[src/rtl/result_argmax_if.sv]
// rtl/result_argmax_if.sv - start/score/result bundle between the score stage and the argmax scanner
interface result_argmax_if #(
    parameter int N_CLASS = 46,
    parameter int DW      = 32,
    parameter int IDX_W   = 6
);
    logic                  start;
    logic [N_CLASS*DW-1:0] score_bus;
    logic                  busy;
    logic                  done;
    logic [IDX_W-1:0]      max_idx;
    logic [DW-1:0]         max_val;

    modport master (
        output start,
        output score_bus,
        input  busy,
        input  done,
        input  max_idx,
        input  max_val
    );

    modport slave (
        input  start,
        input  score_bus,
        output busy,
        output done,
        output max_idx,
        output max_val
    );
endinterface

[src/rtl/result_argmax.sv]
// rtl/result_argmax.sv - snapshot a signed score bus and scan it one class per cycle for the maximum
module result_argmax #(
    parameter int N_CLASS = 46,
    parameter int DW      = 32,
    parameter int IDX_W   = 6
) (
    input  logic           clk,
    input  logic           rst,
    result_argmax_if.slave bus
);
    typedef enum logic [1:0] {
        IDLE    = 2'd0,
        SCAN    = 2'd1,
        DONE_ST = 2'd2
    } state_t;

    localparam logic [IDX_W-1:0] LAST_IDX = IDX_W'(N_CLASS - 1);

    state_t                 state;
    logic signed [DW-1:0]   snap [N_CLASS];
    logic [IDX_W-1:0]       cnt;
    logic signed [DW-1:0]   best_val;
    logic [IDX_W-1:0]       best_idx;
    logic                   busy_r;
    logic                   done_r;
    logic [IDX_W-1:0]       max_idx_r;
    logic signed [DW-1:0]   max_val_r;

    logic signed [DW-1:0]   cand;
    logic                   cand_gt;

    // Candidate for this scan step; strict compare so ties keep the lower index.
    always_comb begin
        cand    = snap[cnt];
        cand_gt = (cand > best_val);
    end

    // Control FSM: snapshot on accept, one compare per SCAN cycle, publish result on DONE_ST entry.
    always_ff @(posedge clk or posedge rst) begin
        if (rst) begin
            state     <= IDLE;
            cnt       <= '0;
            best_val  <= '0;
            best_idx  <= '0;
            busy_r    <= 1'b0;
            done_r    <= 1'b0;
            max_idx_r <= '0;
            max_val_r <= '0;
            for (int k = 0; k < N_CLASS; k++) begin
                snap[k] <= '0;
            end
        end else begin
            done_r <= 1'b0;
            case (state)
                IDLE, DONE_ST: begin
                    if (bus.start) begin
                        // Upstream bus is free to change after this edge.
                        for (int k = 0; k < N_CLASS; k++) begin
                            snap[k] <= bus.score_bus[k*DW +: DW];
                        end
                        best_val <= bus.score_bus[DW-1:0];
                        best_idx <= '0;
                        cnt      <= IDX_W'(1);
                        busy_r   <= 1'b1;
                        state    <= SCAN;
                    end else begin
                        state <= IDLE;
                    end
                end
                SCAN: begin
                    if (cand_gt) begin
                        best_val <= cand;
                        best_idx <= cnt;
                    end
                    if (cnt == LAST_IDX) begin
                        // Last class: fold its compare straight into the published result.
                        max_idx_r <= cand_gt ? cnt  : best_idx;
                        max_val_r <= cand_gt ? cand : best_val;
                        done_r    <= 1'b1;
                        busy_r    <= 1'b0;
                        state     <= DONE_ST;
                    end else begin
                        cnt <= cnt + 1'b1;
                    end
                end
                default: begin
                    busy_r <= 1'b0;
                    state  <= IDLE;
                end
            endcase
        end
    end

    assign bus.busy    = busy_r;
    assign bus.done    = done_r;
    assign bus.max_idx = max_idx_r;
    assign bus.max_val = max_val_r;
endmodule

[src/flat_wrapper.sv]
// flat-port wrapper written by rule: the top's interface ports become plain ports
module result_argmax_flat 
#(
    parameter int N_CLASS = 46,
    parameter int DW      = 32,
    parameter int IDX_W   = 6
)
  (clk, rst, bus_start, bus_score_bus, bus_busy, bus_done, bus_max_idx, bus_max_val);
  result_argmax_if #(.N_CLASS(N_CLASS), .DW(DW), .IDX_W(IDX_W)) bus_i ();
  input  logic clk;
  input  logic rst;
  input wire logic [$bits(bus_i.start)-1:0] bus_start;
  input wire logic [$bits(bus_i.score_bus)-1:0] bus_score_bus;
  output wire logic [$bits(bus_i.busy)-1:0] bus_busy;
  output wire logic [$bits(bus_i.done)-1:0] bus_done;
  output wire logic [$bits(bus_i.max_idx)-1:0] bus_max_idx;
  output wire logic [$bits(bus_i.max_val)-1:0] bus_max_val;
  assign bus_i.start = bus_start;
  assign bus_i.score_bus = bus_score_bus;
  assign bus_busy = bus_i.busy;
  assign bus_done = bus_i.done;
  assign bus_max_idx = bus_i.max_idx;
  assign bus_max_val = bus_i.max_val;
  result_argmax #(.N_CLASS(N_CLASS), .DW(DW), .IDX_W(IDX_W)) u_core (.clk(clk), .rst(rst), .bus(bus_i));
endmodule
[config.mk]
export PLATFORM = sky130hd
export DESIGN_NAME = result_argmax_flat
export DESIGN_NICKNAME = d
export VERILOG_FILES = /design/src/rtl/result_argmax_if.sv /design/src/rtl/result_argmax.sv /design/src/flat_wrapper.sv
export SDC_FILE = /design/constraint.sdc
export NUM_CORES = 2
export LEC_CHECK = 0
export CORE_AREA = 8 8 579 581
export CTS_CLUSTER_DIAMETER = 60
export CTS_CLUSTER_SIZE = 10
export DETAILED_ROUTE_END_ITERATION = 10
export DIE_AREA = 0 0 587 589
export GPL_TIMING_DRIVEN = 0
export SETUP_SLACK_MARGIN = 0.2
export SLEW_MARGIN = 20
export SYNTH_ARGS = -nofsm -noshare
export SYNTH_HDL_FRONTEND = slang
export SYNTH_SLANG_ARGS = --single-unit
[constraint.sdc]
create_clock -name clk -period 63.5 [get_ports clk]
set_clock_uncertainty 0.15 [all_clocks]
set_input_delay 12.7 -clock clk [delete_from_list [all_inputs] [get_ports clk]]
set_output_delay 12.7 -clock clk [all_outputs]
set_load 0.02 [all_outputs]
==> impl_metrics.toml <==
[cts]
clk_latency_ns = 0.89
cts_max_path_buffers = 4
clkSinkCount = 1558
hold_buffers = 0
h-tree-depth = 4
numCtsBuffers = 214
cts.repair.resized = 0
clk_pin_slew_ns = 0.06
cts_setup_buffers = 0
root_buffer = "clkbuf_16"
cts_tree = "done"

[die]
pin_count = 1515
start_util_pct = 21.7
die-area_um2 = 346000
coreArea_um2 = 326000
die_h_um = 589
fp.dieW_um = 587
rows = 210

[critical_path]
criticalPathCategory = "in -> reg"
start_kind = "input port"
critPathMaxFanout = 10
crit_slowest_cell = "clkbuf_1"
critPathRequiredTime_ns = 64.14
crit_chain = "clkdlybuf4s50_1, nor2b_1, clkbuf_2, clkbuf_2, clkbuf_1, clkbuf_1, nand2_1, nand2_1"
cpPeakStageDelay_ns = 0.88
critPathArrivalTime_ns = 16.78
cp-end-kind = "flop"

[grt]
antenna_found_initial = 304
grt-ovfl-total = 0
grt_max_degree = 103
grt_pass1_wl_um = 662000
first_global_vias = 67100
grt_util_all_layers_pct = 28.9

[timing]
worst_pin_slew_ns = 1.37
period_share_pct = 25.4
setup_violations = 0
slew_violations = 0
rsz0062_at_grt = "false"
finalHoldViolCount = 0
finalCriticalPeriod_ns = 16.14
holdWs_ns = 0.316
setup_tns_ns = 0
fmax_mhz = 62.0
relSlewSlack_pct = 8.71

[synthesis]
yosys_most_used_dff = "dfrtp_1"
synth_fa_ha_area_share_pct = 0.600
yosys-top-cells-area = "dfrtp_1 (55%), nand2_1 (24%), mux4_2 (8.2%)"
synth_top_area_share_pct = 55.0
synth_top_area_cell = "dfrtp_1"
yosys_register_bits = 1558
ys_types = 49
seq_area_frac_synth_pct = 55.0
synthCells = 7701
synthesis.area_um2 = 70900
synth_compound_area_share_pct = 4.88
synth_top_family_by_area = "simple AND/OR/NAND/NOR gates"
avgSynthCellArea_um2 = 9.20
yosys-mux-area-fraction_pct = 11.4
syn_nets = 9210
ys_warn_count = 0
synth_xor_area_share_pct = 0.0494
postSynth.asyncResetShare_pct = 100
synth_edf_count = 0
yosys.area_share.simple_pct = 24.7

[place]
place_area_um2 = 93100
routabilityCongestion = 0.950
io_buffers = 1514
hpwl_um = 433000

[drt]
dr_total_vias = 68000
antenna_left = 0
drcViolationCount = 0
vias_per_cell = 4.83
firstDrtPassIters = 6
wire_per_inst_um = 37.0
routed_wl_um = 520000
drt_iter0_drc = 7626

[run]
cap_viol_max_count = 0

[outcome]
outcome = "completed"

[min_path]
hp-class = "reg -> reg"

[final_layout]
final_area_um2 = 99900
drive_gt1_share_pct = 8.83
post-route-util_pct = 30.7
fin_nets = 11000
fillCellCount = 34400
syn_to_final_growth_pct = 40.9

[power]
total_power_mw = 5.77
p_per_area_nw_per_um2 = 57.7
worst_ir_drop_vdd_mv = 0.0610
total_leakage_power_nw = 47.3
[cells by family (layout without fill, tap and decap cells)]
logic type	after synthesis	count (layout)
mux	481	481
simple gates	4597	4597
buf+inv	554	2455
xor+xnor	4	4
fa+ha+maj	34	34
flops	1558	1558
compound gates	473	473
other cells	0	122
[layer usage]
| layer | global-route usage (%) | wire length (µm) | vias to the layer above |
|---|---|---|---|
| li1 | - | - | 28800 |
| met1 | 36.4 | 210000 | 34000 |
| met2 | 44.9 | 230000 | 4017 |
| met3 | 7.85 | 45400 | 1053 |
| met4 | 16.2 | 33200 | 138 |
| met5 | 0 | 869 | - |
[metrics by stage]
step / instances / setup WS (ns)
after floorplan: 7701 / 6.69
after global placement: 13600 / -15.67
after detailed placement: 13600 / 46.41
after CTS: 13900 / 47.40
after global routing: 14000 / 47.37
final: 14100 / 47.36
[power by group]
group	leakage (nW)	internal, mW	switching, mW
combinational	24.7	0.929	1.90
sequential	19.5	1.46	0.309
clock	3.16	0.671	0.495
[area by class of cell]
| cell class | count | area (µm²) | share of cell area, % |
|---|---|---|---|
| Antenna cell | 122 | 305 | 0.306 |
| Buffer | 513 | 2270 | 2.28 |
| Clock buffer | 243 | 5630 | 5.63 |
| Clock inverter | 70 | 858 | 0.859 |
| Inverter | 41 | 161 | 0.162 |
| Multi-Input combinational cell | 5589 | 29700 | 29.7 |
| Sequential cell | 1558 | 39000 | 39.0 |
| Tap cell | 4346 | 5440 | 5.44 |
| Timing Repair Buffer | 1588 | 16600 | 16.6 |
[path summary, 6_finish.rpt]
| kind | startpoint | end | slack [ns] | depth (start not counted) |
|---|---|---|---|---|
| worst max-delay path | bus_start | u_core.snap[736] | 47.36 | 8 |
| worst min-delay path | u_core.snap[54] | u_core.snap[54] | 0.32 | 2 |
| worst max register to register | u_core.cnt[1] | u_core.bus.max_val[8] | 55.95 | 15 |
| worst min register to register | u_core.snap[54] | u_core.snap[54] | 0.32 | 2 |
| max in group asynchronous | rst | u_core.snap[583] | 47.90 | 8 |
| min in group asynchronous | rst | u_core.snap[729] | 12.03 | 2 |
[critical path, delay by kind of cell]
family                 cells  cell delay, ns
buffers and inverters      5            3.30
AND/OR/NAND/NOR            3            0.73
[flip-flops by register name, summed over array words and instances, names as in the netlist]
signal and cells:
u_core.bus.busy 1, u_core.state 2, u_core.best_idx 6, u_core.bus.done 1
u_core.snap 1472, u_core.cnt 6, u_core.bus.max_val 32, u_core.bus.max_idx 6
u_core.best_val 32
[cell usage after synthesis, drive strengths merged (20+ instances only)]
cell and number:
a21o 30, ha 34, o22ai 29, o221ai 36
mux2i 182, nand2 4461, and2 32, nand3 45
nor2 20, a22oi 35, o21ai 74, a221oi 62
a221o 55, dfrtp 1558, mux2 40, mux4 259
a211oi 23, inv 39, a21oi 81, buf 113
clkbuf 400, o311ai 32
[layout by cell type, fill, tap and decap left out, types with 31 or more instances in the layout]
cell type        synthesis  layout
nand2_1               4461    4461
dfrtp_1               1558    1558
clkdlybuf4s50_1          0    1514
clkbuf_1               400     371
mux4_2                 259     259
clkbuf_16                0     215
mux2i_1                182     181
diode_2                  0     122
a21oi_1                 80      80
buf_2                   59      65
a221o_1                 55      55
a221oi_1                62      53
nand3_1                 45      45
buf_4                   16      44
clkbuf_2                 0      43
o21ai_1                 38      40
mux2_2                  39      39
buf_16                   0      39
inv_1                   39      38
o221ai_1                36      36
a22oi_1                 35      35
o21ai_0                 36      34
ha_1                    34      34
and2_1                  32      32
o311ai_1                31      31
Power figures use the tool's default switching activity.
